**config.mk**
```make
export PLATFORM = sky130hd
export DESIGN_NAME = sec08_queues_stream_serializer
export DESIGN_NICKNAME = d
export VERILOG_FILES = /design/src/rtl/sec08_queues_stream_serializer.sv
export SDC_FILE = /design/constraint.sdc
export NUM_CORES = 1
export LEC_CHECK = 0
export CELL_PAD_IN_SITES_DETAIL_PLACEMENT = 1
export CELL_PAD_IN_SITES_GLOBAL_PLACEMENT = 2
export CORE_MARGIN = 3
export CORE_UTILIZATION = 25
export DETAILED_ROUTE_END_ITERATION = 8
export GPL_ROUTABILITY_DRIVEN = 0
export GPL_TIMING_DRIVEN = 0
export HOLD_SLACK_MARGIN = 0.02
export PLACE_DENSITY = 0.72
export SETUP_SLACK_MARGIN = 0.3
export SKIP_CTS_REPAIR_TIMING = 1
export SLEW_MARGIN = 15
export SYNTH_ARGS = -nofsm -noshare
export SYNTH_HDL_FRONTEND = slang
export SYNTH_SLANG_ARGS = --single-unit
```
**constraint.sdc**
```tcl
create_clock -name clk -period 4.4 [get_ports clk]
set_input_delay 1.1 -clock clk [delete_from_list [all_inputs] [get_ports clk]]
set_output_delay 1.1 -clock clk [all_outputs]
set_load 0.005 [all_outputs]
```
**src/rtl/sec08_queues_stream_serializer.sv**
```systemverilog
// Width-adapting serializer: buffers one p_in_nbits word and emits it as N chunks on a val/rdy stream.
// Define SEC08_QUEUES_SERIALIZER_MSB_FIRST_EN to emit the most-significant chunk first (LSB first otherwise).
module sec08_queues_stream_serializer #(
   parameter int p_in_nbits  = 32,
   parameter int p_out_nbits = 8
) (
   input  logic                   clk,
   input  logic                   reset,
   input  logic                   istream_val,
   output logic                   istream_rdy,
   input  logic [p_in_nbits-1:0]  istream_msg,
   output logic                   ostream_val,
   input  logic                   ostream_rdy,
   output logic [p_out_nbits-1:0] ostream_msg,
   output logic                   busy
);
   localparam int N  = p_in_nbits / p_out_nbits;
   localparam int CW = (N > 1) ? $clog2(N) : 1;

   if ((p_out_nbits > p_in_nbits) || ((p_in_nbits % p_out_nbits) != 0)) begin : g_param_err
      $error("sec08_queues_stream_serializer: p_in_nbits must be a multiple of p_out_nbits");
   end

   typedef enum logic {IDLE, SEND} state_t;

   state_t                        state_q, state_d;
   logic [CW-1:0]                 idx_q, idx_d;
   logic [N-1:0][p_out_nbits-1:0] buf_q, buf_d;
   logic                          last;
   logic                          xfer_in;
   logic                          xfer_out;

   assign last        = (state_q == SEND) && (idx_q == CW'(N-1));
   // Pipe-style: the last chunk leaving frees the buffer in the same cycle.
   assign istream_rdy = (state_q == IDLE) || (last && ostream_rdy);
   assign ostream_val = (state_q == SEND);
   assign busy        = (state_q == SEND);
   assign xfer_in     = istream_val && istream_rdy;
   assign xfer_out    = ostream_val && ostream_rdy;

   always_ff @(posedge clk or posedge reset) begin
      if (reset) begin
         state_q <= IDLE;
         idx_q   <= '0;
         buf_q   <= '0;
      end else begin
         state_q <= state_d;
         idx_q   <= idx_d;
         buf_q   <= buf_d;
      end
   end

   always_comb begin
      state_d = state_q;
      idx_d   = idx_q;
      buf_d   = buf_q;
      case (state_q)
         IDLE: begin
            if (xfer_in) begin
               state_d = SEND;
               idx_d   = '0;
               buf_d   = istream_msg[N*p_out_nbits-1:0];
            end
         end
         SEND: begin
            if (xfer_out) begin
               if (!last) begin
                  idx_d = idx_q + CW'(1);
               end else if (xfer_in) begin
                  idx_d = '0;
                  buf_d = istream_msg[N*p_out_nbits-1:0];
               end else begin
                  state_d = IDLE;
                  idx_d   = '0;
               end
            end
         end
         default: state_d = IDLE;
      endcase
   end

   always_comb begin
      ostream_msg = '0;
      for (int i = 0; i < N; i++) begin
         if (idx_q == CW'(i)) begin
`ifdef SEC08_QUEUES_SERIALIZER_MSB_FIRST_EN
            ostream_msg = buf_q[N-1-i];
`else
            ostream_msg = buf_q[i];
`endif
         end
      end
   end

endmodule
```
# Word level (Yosys, flattened, before mapping)
# Cells that the tools add are included.
# word_totals
register_bits,35
latchBits,0
mem_bits_rw,0
mem_bits_ro,0
inputBits,36
out_inout_bits,11
word_cells,38
mem_count,0
# op_classes
n_addsub,1
multipliers,0
n_div,0
n_lt_le_gt_ge,0
eq_ne,6
n_shift,0
muxes,16
bitwise,1
reduce_logical,8
# op_table
operator,count
two-way mux 32 bit,3
one-hot mux 32 bit (2 select lines),1
two-way mux 8 bit,4
two-way mux 2 bit,3
equality test 2 bit (second input constant),2
logical AND 1 bit,4
!= test 2 x 1 -> 1 bit (second input constant),2
one-hot mux 2 bit (2 select lines),1
AND reduction 2 bit,2
two-way mux 1 bit,3
adder 2 x 1 -> 2 bit (second input constant),1
equality test 2 x 1 -> 1 bit (second input constant),1
zero test 2 bit,1
!= test 2 bit (second input constant),1
one-hot mux 1 bit (2 select lines),1
logical OR 1 bit,1
NOT 1 bit,1

# Depth between registers and ports, before layout
# Gate-level depths: netlist of run 1.
# logic_depth
depth_word,9
depth_mapped,6
mapped_depth_nobuf,5

# Worst setup path after synthesis of run 1
# No wires, ideal clock.
# synth_path
path_type,input -> output
startpoint,input ostream_rdy
endpoint,output istream_rdy
arrival_ns,1.310
required_time_ns,3.300
slack_ns,1.990
path_stages,1
n_path_buf,0
cell_sequence,a21bo_4
# synth_via
elab_chain_len,2
# synth_rtl
item,line_no,rtl
start: declaration,13,"input logic ostream_rdy,"
logical AND 1 bit,35,assign istream_rdy = (state_q == IDLE) || (last && ostream_rdy);
logical OR 1 bit,35,
end: declaration,10,"output logic istream_rdy,"
# No other way between the ends.

# Final worst setup path of run 1
# Same ends and word-level chain as after synthesis.

==> impl_metrics.csv, run 1 <==
group,metric,value,unit
critical_path,cp_top_family,"buffers and inverters",
synth,synth_top_cell_by_area,"dfrtp_1",
critical_path,reg2reg_depth,6,
critical_path,crit_path_end_kind,"output pin",
clocking,clock-sinks,35,
critical_path,cp.arrival,2.32,ns
global_routing,antenna_found_initial,0,
finish,seqCellArea,876,um^2
job,maxCapViolCount,0,
critical_path,cp-start-kind,"input pin",
synth,ys_seq_area_frac,0.490,
critical_path,crit_path_end,"istream_rdy",
floorplanning,initial_core_util,0.260,
clocking,clk_pin_slew_worst_paths,0.07,ns
finish,nFillCells,725,
critical_path,regToRegStartpoint,"idx_q[0]",
sta,skew,0.00283,ns
sta,period_needed,3.42,ns
critical_path,cp.required,3.30,ns
floorplanning,design.core.area,6870,um^2
place,dpl.hpwl,3200,um
clocking,cts_tree,"done",
power_and_ir_drop,switchingPower,0.000521,W
critical_path,slowest_stage,"clkdlybuf4s50_1",
power_and_ir_drop,power,0.00171,W
synth,yosysWarnings,0,
critical_path,startpoint,"ostream_rdy",
clocking,clock_latency,0.29,ns
route,ant_nets,0,
critical_path,reg2reg_to,"buf_q[10]",
power_and_ir_drop,p_per_area,689,nW/um^2
power_and_ir_drop,ir_drop,178,uV
power_and_ir_drop,cellLeakagePower,1.13,nW
finish,multiInputGateArea,811,um^2
critical_path,worst-path-stages,3,
floorplanning,die_y,90.6,um
sta,setup-tns-final,0,ns
critical_path,r2r_slack,2.67,ns
sta,max_slew_margin,0.514,
clocking,numCtsBuffers,5,
critical_path,path_buf_inv,2,
route,drc,0,
sta,fin_ws,0.978,ns
power_and_ir_drop,p_int,0.00119,W
critical_path,crit_type,"input pin to output pin",
power_and_ir_drop,p_clk_frac,0.177,
power_and_ir_drop,p_seq_frac,0.345,
critical_path,path_common_cell,"clkdlybuf4s50_1",
sta,maxSlewViolCount,0,
finish,drive_gt1_frac,0.267,
synth,synth.distinct_cells,21,
route,wirelength,4210,um
synth,synthesis.area,1790,um^2
status,status,"finished, final reports clean",
global_routing,overflow,0,
floorplanning,fp-row-count,30,
synth,synth_area_leaders,"dfrtp_1 49%, mux2_4 25%, buf_12 3.4%, nand3b_1 3.4%, a31oi_1 2.8%",
global_routing,groute.usage.overall,0.109,
route,vias,1177,
route,drt_pre_antenna_iters,4,
floorplanning,io_pins,47,
sta,hold_viol,0,
clocking,h-tree-depth,2,
sta,max_freq,292,MHz
route,avgRoutedWirePerCell,15.3,um
critical_path,worstPathMaxFanout,4,
floorplanning,die_width,90.6,um
min_path,hold_class,"flip-flop to flip-flop",
global_routing,grt_max_degree,36,
power_and_ir_drop,comb_power_share,0.478,
clocking,root_buffer,"clkbuf_8",
place,dp_slack,0.979,ns
finish,nets,219,
critical_path,path_cells,"clkdlybuf4s50_1, a21bo_4, clkdlybuf4s50_1",
sta,finalCritPeriodShare,0.778,
synth,syn_nets,166,
sta,worst_pin_slew,0.728,ns
critical_path,slowest_delay,0.55,ns
finish,synthToLayoutAreaGrowth,39.0,%
clocking,clockBufferDepth,2,
synth,synth_top_area_share,0.490,
sta,grt_setup_unrepaired,"no",
global_routing,first_global_vias,1276,
sta,setup_violations,0,
power_and_ir_drop,switching_share,0.304,
global_routing,grt_pass1_wl,6950,um
synth,syn_inst,126,
route,vias_per_cell,4.26,
synth,ys_ff_latch,35,
floorplanning,die_area,8200,um^2
finish,diodes,0,
route,first_iter_violations,21,
place,portBuffers,46,
synth,synth_area_per_cell,14.2,um^2
placed cells by master, fill, tap and decap left out, types with 2 or more instances in the layout:
cell	synthesis	routed
clkdlybuf4s50_1	0	46
dfrtp_1	35	35
mux2_4	30	30
nand3b_1	8	8
nand2_1	8	8
a31oi_1	8	8
clkbuf_8	0	6
nor2_1	5	5
o22ai_1	5	5
ha_1	4	4
buf_12	3	3
inv_1	4	3
o2bb2ai_1	3	3
a32o_1	2	2
clkbuf_1	2	2
mux2_2	2	2
stage by stage:
stage | util | std cells | area [um^2] | hold slack [ns]
after detailed placement | 0.345 | 268 | 2370 | 0.495
final | 0.362 | 276 | 2490 | 0.509
after CTS | 0.362 | 276 | 2490 | 0.512
after floorplan | - | 126 | 1790 | 0.480
after global placement | 0.345 | 268 | 2370 | 0.491
after global routing | 0.362 | 276 | 2490 | 0.522
cell usage after synthesis:
library cell  count
nand3b_1          8
o22ai_1           5
inv_1             4
mux2_4           30
a21bo_4           1
dfrtp_1          35
nand2_4           1
buf_4             1
nand2_1           8
a32o_1            2
mux2i_1           1
nor2_1            5
buf_12            3
o2bb2ai_1         3
a31oi_1           8
clkbuf_1          2
ha_1              4
buf_6             1
nand2b_1          1
or2b_1            1
mux2_2            2
state kept, by name (all words and copies together) (netlist names):
register	count
buf_q	32
idx_q	2
busy	1
area by class of cell:
type | instances | area share
buffer | 7 | 0.0347
clock buffer | 6 | 0.0332
clock inverter | 2 | 0.0141
inverter | 4 | 0.00604
multi-input combinational | 80 | 0.326
sequential | 35 | 0.352
tap | 96 | 0.0483
timing repair buffer | 46 | 0.185
how the worst min path moves through the flow:
| stage | start | to | slack, ns | cells after the start |
|---|---|---|---|---|
| final | buf_q[20] | buf_q[20] | 0.51 | 1 |
| after global routing | buf_q[21] | buf_q[21] | 0.52 | 1 |
| after global placement | buf_q[20] | buf_q[20] | 0.49 | 1 |
| after floorplan | buf_q[20] | buf_q[20] | 0.48 | 1 |
| after CTS | buf_q[20] | buf_q[20] | 0.51 | 1 |
| after detailed placement | buf_q[20] | buf_q[20] | 0.49 | 1 |
per-layer routing:
| layer | part of all wire | track usage | wire length (um) | vias to the layer above |
|---|---|---|---|---|
| li1 | - | - | - | 563 |
| met1 | 0.49 | 0.143 | 2080 | 574 |
| met2 | 0.45 | 0.169 | 1880 | 35 |
| met3 | 0.044 | 0.0300 | 185 | 5 |
| met4 | 0.017 | 0.0459 | 70 | 0 |
| met5 | 0 | 0 | 0 | - |
power by group through the flow:
stage / Clock, W / Combinational, W / Sequential [W]
final: 0.000303 / 0.000818 / 0.000591
after global routing: 0.000329 / 0.000891 / 0.000615
after CTS: 0.000314 / 0.000839 / 0.000592
after detailed placement: 0 / 0.000837 / 0.000594
after global placement: 0 / 0.000820 / 0.000595
after floorplan: 0 / 0.000530 / 0.000555
logic make-up after synthesis:
| group | synth area share |
|---|---|
| muxes | 0.270 |
| and+or+nand+nor | 0.0749 |
| DFF | 0.490 |
| adders and majority gates | 0.0280 |
| AOI/OAI and AO/OA | 0.0805 |
| buffers and inverters | 0.0567 |
(Power assumes the default switching activity.)
==> run 2, diff against run 1 <==
Clock period 4.4 ns to 3.47 ns, I/O delays scaled along.
==> impl_metrics.csv, run 2 (synthesis gave the netlist of run 1 again) <==
group,metric,value,unit
status,status,"finished, final reports clean",
sta,fin_ws,0.440,ns
sta,grt_setup_unrepaired,"no",
power_and_ir_drop,p_per_area,876,nW/um^2
sta,finalCritPeriodShare,0.873,
critical_path,slowest_delay,0.53,ns
global_routing,use_met2,0.169,
clocking,cts_tree,"done",
critical_path,worstPathMaxFanout,10,
clocking,clock_latency,0.29,ns
sta,setup_violations,0,
route,drc,0,
place,place_area,2370,um^2
floorplanning,design.core.area,6870,um^2
route,drt_pre_antenna_iters,3,
critical_path,reg2reg_depth,6,
critical_path,path_buf_inv,3,
finish,final_common_cell,"clkdlybuf4s50_1",
critical_path,startpoint,"idx_q[1]",
critical_path,cp.required,2.60,ns
global_routing,grt_max_degree,36,
route,avgRoutedWirePerCell,15.1,um
finish,largest_reg_flops,32,
global_routing,grt_pass1_wl,6950,um
route,vias,1177,
floorplanning,die_width,90.6,um
sta,max_slew_margin,0.516,
finish,final_cell_mix,"46 x clkdlybuf4s50_1, 35 x dfrtp_1, 30 x mux2_4",
min_path,min-delay-start,"buf_q[20]",
global_routing,groute.usage.overall,0.109,
sta,max_freq,330,MHz
clocking,root_buffer,"clkbuf_8",
critical_path,crit_path_end_kind,"output pin",
clocking,h-tree-depth,2,
floorplanning,io_pins,47,
critical_path,cp.arrival,2.16,ns
finish,final_cell_area,2510,um^2
floorplanning,fp-row-count,30,
global_routing,met3_usage,0.0300,
sta,skew,0.00282,ns
critical_path,slowest_stage,"clkdlybuf4s50_1",
clocking,clk_pin_slew_worst_paths,0.07,ns
floorplanning,die_y,90.6,um
global_routing,first_global_vias,1276,
power_and_ir_drop,ir_drop,226,uV
power_and_ir_drop,cellLeakagePower,1.14,nW
min_path,min_to,"buf_q[20]",
place,dpl.hpwl,3200,um
sta,hold_viol,0,
place,dp_slack,0.514,ns
global_routing,busiest_layer,"met2",
finish,diodes,0,
sta,setup-tns-final,0,ns
finish,synthToLayoutAreaGrowth,40.4,%
route,first_iter_violations,24,
sta,holdWs,0.510,ns
finish,drive_gt1_frac,0.297,
floorplanning,initial_core_util,0.260,
sta,worst_pin_slew,0.725,ns
global_routing,grtUsageMet1,0.143,
critical_path,path_cells,"inv_1, ha_1, buf_2, nand3b_1, a31oi_1, clkdlybuf4s50_1",
sta,period_needed,3.03,ns
floorplanning,die_area,8200,um^2
clocking,numCtsBuffers,5,
clocking,clockBufferDepth,2,
place,portBuffers,46,
clocking,clock-sinks,35,
route,ant_nets,0,
global_routing,overflow,0,
min_path,hold_class,"flip-flop to flip-flop",
finish,nFillCells,723,
route,wirelength,4200,um
critical_path,crit_type,"flip-flop to output pin",
finish,post-route-util,0.365,
global_routing,antenna_found_initial,0,
critical_path,regToRegStartpoint,"idx_q[0]",
critical_path,reg2reg_to,"buf_q[24]",
critical_path,cp_top_family,"buffers and inverters",
job,maxCapViolCount,0,
critical_path,r2r_slack,1.73,ns
finish,nets,221,
sta,maxSlewViolCount,0,
finish,largest-register,"buf_q",
min_path,min_path_cells,1,
route,vias_per_cell,4.23,
critical_path,cp-start-kind,"flip-flop",
run 2: changes by cell type in the layout (fill, tap and decap cells not counted):
cell        before  now
nor2_2           0    1
clkinvlp_4       0    1
buf_4            1    3
clkbuf_2         0    1
buf_2            0    1
inv_1            3    2
clkbuf_1         2    0
nor2_1           5    4
run 2: report_power, final:
group,internal (W),total [W],switching [W]
clock,0.000232,0.000384,0.000151
combinational,0.000686,0.00106,0.000379
sequential,0.000612,0.000749,0.000137
run 2: stage by stage:
stage                     total power (W)  instances
after floorplan                   0.00138        126
after global placement            0.00179        268
after detailed placement          0.00181        268
after CTS                         0.00221        276
after global routing              0.00235        278
final                             0.00220        278
run 2: how the worst max path moves through the flow:
stage,end,slack [ns],cells past startpoint
floorplan,ostream_msg[3],1.42,4
global placement,istream_rdy,0.52,3
detailed placement,istream_rdy,0.51,3
CTS,ostream_msg[5],0.23,6
global route,ostream_msg[3],0.31,6
finish,ostream_msg[3],0.44,6
run 2: worst register-to-register path, cell delays in order, from the launching register on:
cell and delay, ns:
dfrtp_1 0.42, ha_1 0.22, buf_6 0.14, a21bo_4 0.22, nand2_4 0.14, buf_12 0.17
mux2_4 0.31
run 2: final cells by class:
| class | count | area [um^2] | share of cell area |
|---|---|---|---|
| buffer | 7 | 88.8 | 0.0354 |
| clock inverter | 2 | 35.0 | 0.0140 |
| sequential | 35 | 876 | 0.349 |
| clock buffer | 6 | 82.6 | 0.0329 |
| tap | 96 | 120 | 0.0479 |
| inverter | 4 | 18.8 | 0.00748 |
| timing repair buffer | 48 | 475 | 0.189 |
| multi-input combinational | 80 | 813 | 0.324 |
run 2: metal layers:
metal  vias up  part of all wire
met1       578              0.50
met2        27              0.45
met3         6             0.037
met5         -                 0
met4         0             0.017
li1        566                 -
==> run 3, diff against run 2 <==
Clock period 3.47 ns to 3.1 ns, I/O delays scaled along.
==> impl_metrics.csv, run 3 (synthesis gave the netlist of run 1 again) <==
group,metric,value,unit
status,status,"finished, final reports clean",
min_path,hold_class,"flip-flop to flip-flop",
global_routing,groute.usage.overall,0.109,
finish,diodes,0,
clocking,clock_latency,0.29,ns
finish,largest-register,"buf_q",
power_and_ir_drop,p_per_area,970,nW/um^2
min_path,min-delay-start,"buf_q[20]",
global_routing,grt_pass1_wl,6950,um
critical_path,cp.required,2.32,ns
sta,max_slew_margin,0.513,
power_and_ir_drop,ir_drop,264,uV
sta,maxSlewViolCount,0,
finish,nFillCells,721,
floorplanning,die_area,8200,um^2
job,maxCapViolCount,0,
critical_path,path_buf_inv,3,
sta,worst_pin_slew,0.730,ns
global_routing,antenna_found_initial,0,
critical_path,path_cells,"ha_1, buf_6, clkinvlp_4, o22ai_1, a31oi_1, clkdlybuf4s50_1",
route,vias_per_cell,4.24,
clocking,h-tree-depth,2,
critical_path,crit_path_end_kind,"output pin",
finish,finalNonFillerCells,280,
route,drt_pre_antenna_iters,5,
clocking,cts_tree,"done",
floorplanning,die_y,90.6,um
critical_path,regToRegStartpoint,"idx_q[0]",
critical_path,cp.arrival,2.05,ns
route,avgRoutedWirePerCell,15.1,um
critical_path,cp-start-kind,"flip-flop",
critical_path,reg2reg_to,"buf_q[24]",
global_routing,overflow,0,
global_routing,first_global_vias,1276,
min_path,min_path_cells,1,
critical_path,crit_path_end,"ostream_msg[1]",
global_routing,grt_max_degree,36,
route,ant_nets,0,
finish,synthToLayoutAreaGrowth,43.1,%
route,drc,0,
clocking,clock-sinks,35,
place,dpl.hpwl,3200,um
sta,finalCritPeriodShare,0.913,
critical_path,slowest_stage,"clkdlybuf4s50_1",
finish,multiInputGateArea,831,um^2
critical_path,worstPathMaxFanout,8,
critical_path,cp_top_family,"buffers and inverters",
finish,drive_gt1_frac,0.326,
critical_path,r2r_slack,1.36,ns
power_and_ir_drop,cellLeakagePower,1.21,nW
finish,largest_reg_flops,32,
finish,seqCellArea,877,um^2
finish,final_cell_mix,"41 x clkdlybuf4s50_1, 34 x dfrtp_1, 30 x mux2_4",
route,first_iter_violations,26,
critical_path,reg2reg_depth,6,
critical_path,startpoint,"idx_q[0]",
floorplanning,initial_core_util,0.260,
finish,nets,223,
critical_path,crit_type,"flip-flop to output pin",
finish,final_common_cell,"clkdlybuf4s50_1",
power_and_ir_drop,power,0.00248,W
floorplanning,design.core.area,6870,um^2
route,wirelength,4230,um
sta,setup_violations,0,
finish,post-route-util,0.372,
sta,max_freq,353,MHz
critical_path,worst-path-stages,6,
sta,hold_viol,0,
critical_path,slowest_delay,0.53,ns
floorplanning,die_width,90.6,um
sta,holdWs,0.510,ns
sta,skew,0.00245,ns
clocking,clk_pin_slew_worst_paths,0.07,ns
sta,setup-tns-final,0,ns
clocking,clockBufferDepth,2,
place,dp_cells,268,
clocking,root_buffer,"clkbuf_8",
place,portBuffers,46,
floorplanning,fp-row-count,30,
route,vias,1187,
floorplanning,io_pins,47,
sta,period_needed,2.83,ns
clocking,numCtsBuffers,5,
sta,grt_setup_unrepaired,"yes",
[run 3: cell count changes in the layout (fill, tap and decap cells not counted), sizes merged]
cell / before / now
buf: 8 / 10
dlymetal6s2s: 0 / 5
clkdlybuf4s50: 46 / 41
[run 3: worst min path at each step]
stage | end | slack (ns)
3_3_place_gp | buf_q[20] | 0.49
4_1_cts | buf_q[20] | 0.51
2_1_floorplan | buf_q[20] | 0.48
3_5_place_dp | buf_q[20] | 0.49
5_1_grt | buf_q[21] | 0.52
6_report | buf_q[20] | 0.51
[run 3: stage by stage]
| stage | worst slack [ns] | instance area, um^2 |
|---|---|---|
| global placement | 0.305 | 2370 |
| finish | 0.271 | 2560 |
| floorplan | 1.14 | 1790 |
| CTS | -0.0509 | 2490 |
| detailed placement | 0.281 | 2370 |
| global route | 0.167 | 2560 |
[run 3: layout make-up]
| type | count | area share |
|---|---|---|
| multi-input combinational | 80 | 0.325 |
| clock buffer | 6 | 0.0323 |
| buffer | 7 | 0.0357 |
| timing repair buffer | 50 | 0.197 |
| clock inverter | 2 | 0.0137 |
| sequential | 35 | 0.343 |
| tap | 96 | 0.0469 |
| inverter | 4 | 0.00733 |
[run 3: metal layers]
metal	routed length (um)	GRT usage
met5	0	0
met3	171	0.0300
met4	70	0.0459
met2	1920	0.169
met1	2070	0.143
[run 3: power by group]
group,internal [W],total (W),switching [W]
Combinational,0.000779,0.00121,0.000432
Sequential,0.000686,0.000840,0.000154
Clock,0.000260,0.000430,0.000170
==> RTL change, RTL diff (flow settings as in run 3) <==
`p_in_nbits`: 32 -> 64.
--- a/src/rtl/sec08_queues_stream_serializer.sv
+++ b/src/rtl/sec08_queues_stream_serializer.sv
@@ -1,7 +1,7 @@
 // Width-adapting serializer: buffers one p_in_nbits word and emits it as N chunks on a val/rdy stream.
 // Define SEC08_QUEUES_SERIALIZER_MSB_FIRST_EN to emit the most-significant chunk first (LSB first otherwise).
 module sec08_queues_stream_serializer #(
-   parameter int p_in_nbits  = 32,
+   parameter int p_in_nbits  = 64,
    parameter int p_out_nbits = 8
 ) (
    input  logic                   clk,
Interface: changed (resized istream_msg); port bits go from 47 to 79. No check against the original RTL was run, so the function may have changed too.
==> RTL change against run 3 <==
- final area grew 97%
- sequential cell count up 33
- count of clock-buffer cells in the layout grew 9
- worst setup slack got worse by 0.16 ns
- routed wire length rose by 130%
- non-clock buffer count up 54
- area after synthesis up 89%
- largest cell class unchanged
- register-to-register slack got worse by 0.19 ns
- worst hold slack lost 0.017 ns
- power rose by 93%
- synthesized cell count is 120% higher
- first-iteration DRC count rose to 6.6 times the old value
- combinational power rose by 84%
==> RTL change: results <==
group,metric,value,unit
status,outcome,"completed",
layout,drive_gt1_frac,0.399,
critical_path,cp_max_fo,10,
power_and_ir_drop,power_density,950,mW/mm²
synthesis,avgSynthCellArea,12.0,µm²
routing,wl_per_cell,17.0,µm
routing,drt_iter0_drc,171,
critical_path,worstPathArrival,2.22,ns
synthesis,muxShareOfSynthArea,0.216,
grt,grt_max_degree,46,
synthesis,synth_area_leaders,"dfrtp_1, mux2_2, a21oi_1, a221oi_2, nand2_1",
cts,clk_pin_slew,0.05,ns
sta,fin_hold_ws,0.493,ns
critical_path,crit_slowest_cell,"dfrtp_2",
grt,grt_pass1_wl,14500,µm
cts,cts_htree_levels,3,
critical_path,r2r_setup_slack,1.17,ns
sta,tightest_slew,0.409,ns
critical_path,cpPeakStageDelay,0.44,ns
hold_path,worstHoldStart,"buf_q[50]",
cts,clock_latency,0.34,ns
synthesis,synth_adder_area_share,0.0222,
synthesis,synth_compound_area_frac,0.124,
hold_path,holdPathEnd,"buf_q[50]",
routing,via_per_inst,4.58,
critical_path,reg2reg_depth,7,
placed_design,dp_slack,-0.255,ns
critical_path,r2r-end,"buf_q[5]",
synthesis,seq_area_frac_synth,0.502,
critical_path,crit_family,"compound AO/OA/AOI/OAI gates",
routing,num_vias,2586,
routing,met1Wirelength,4420,µm
grt,track_usage,0.131,
synthesis,syn_nets,357,
-- RTL change: final cells by class --
cell class,instances,area [µm²],share of cell area
flip-flops and latches,68,1700,0.338
multi-input cells,177,1680,0.333
repair buffers,93,903,0.179
clock buffers,15,278,0.0551
well taps,172,215,0.0427
plain buffers,18,164,0.0325
inverters,20,85.1,0.0169
clock inverters,1,5.00,0.000994
repair inverters,1,5.00,0.000994
-- RTL change: worst max path at each step --
stage / from / end / slack [ns] / depth (start not counted)
after floorplan: reset / buf_q[0] / 0.61 / 1
after global placement: reset / buf_q[5] / -0.61 / 2
after detailed placement: idx_q[2] / ostream_msg[5] / -0.26 / 9
after CTS: idx_q[2] / ostream_msg[5] / -0.63 / 9
after global routing: idx_q[2] / ostream_msg[7] / 0.04 / 9
final: idx_q[0] / ostream_msg[5] / 0.11 / 8
-- RTL change: per-layer routing --
layer  vias up  track usage
li1       1210            -
met1      1293        0.172
met2        66        0.194
met3        17       0.0502
met4         0       0.0511
met5         -            0
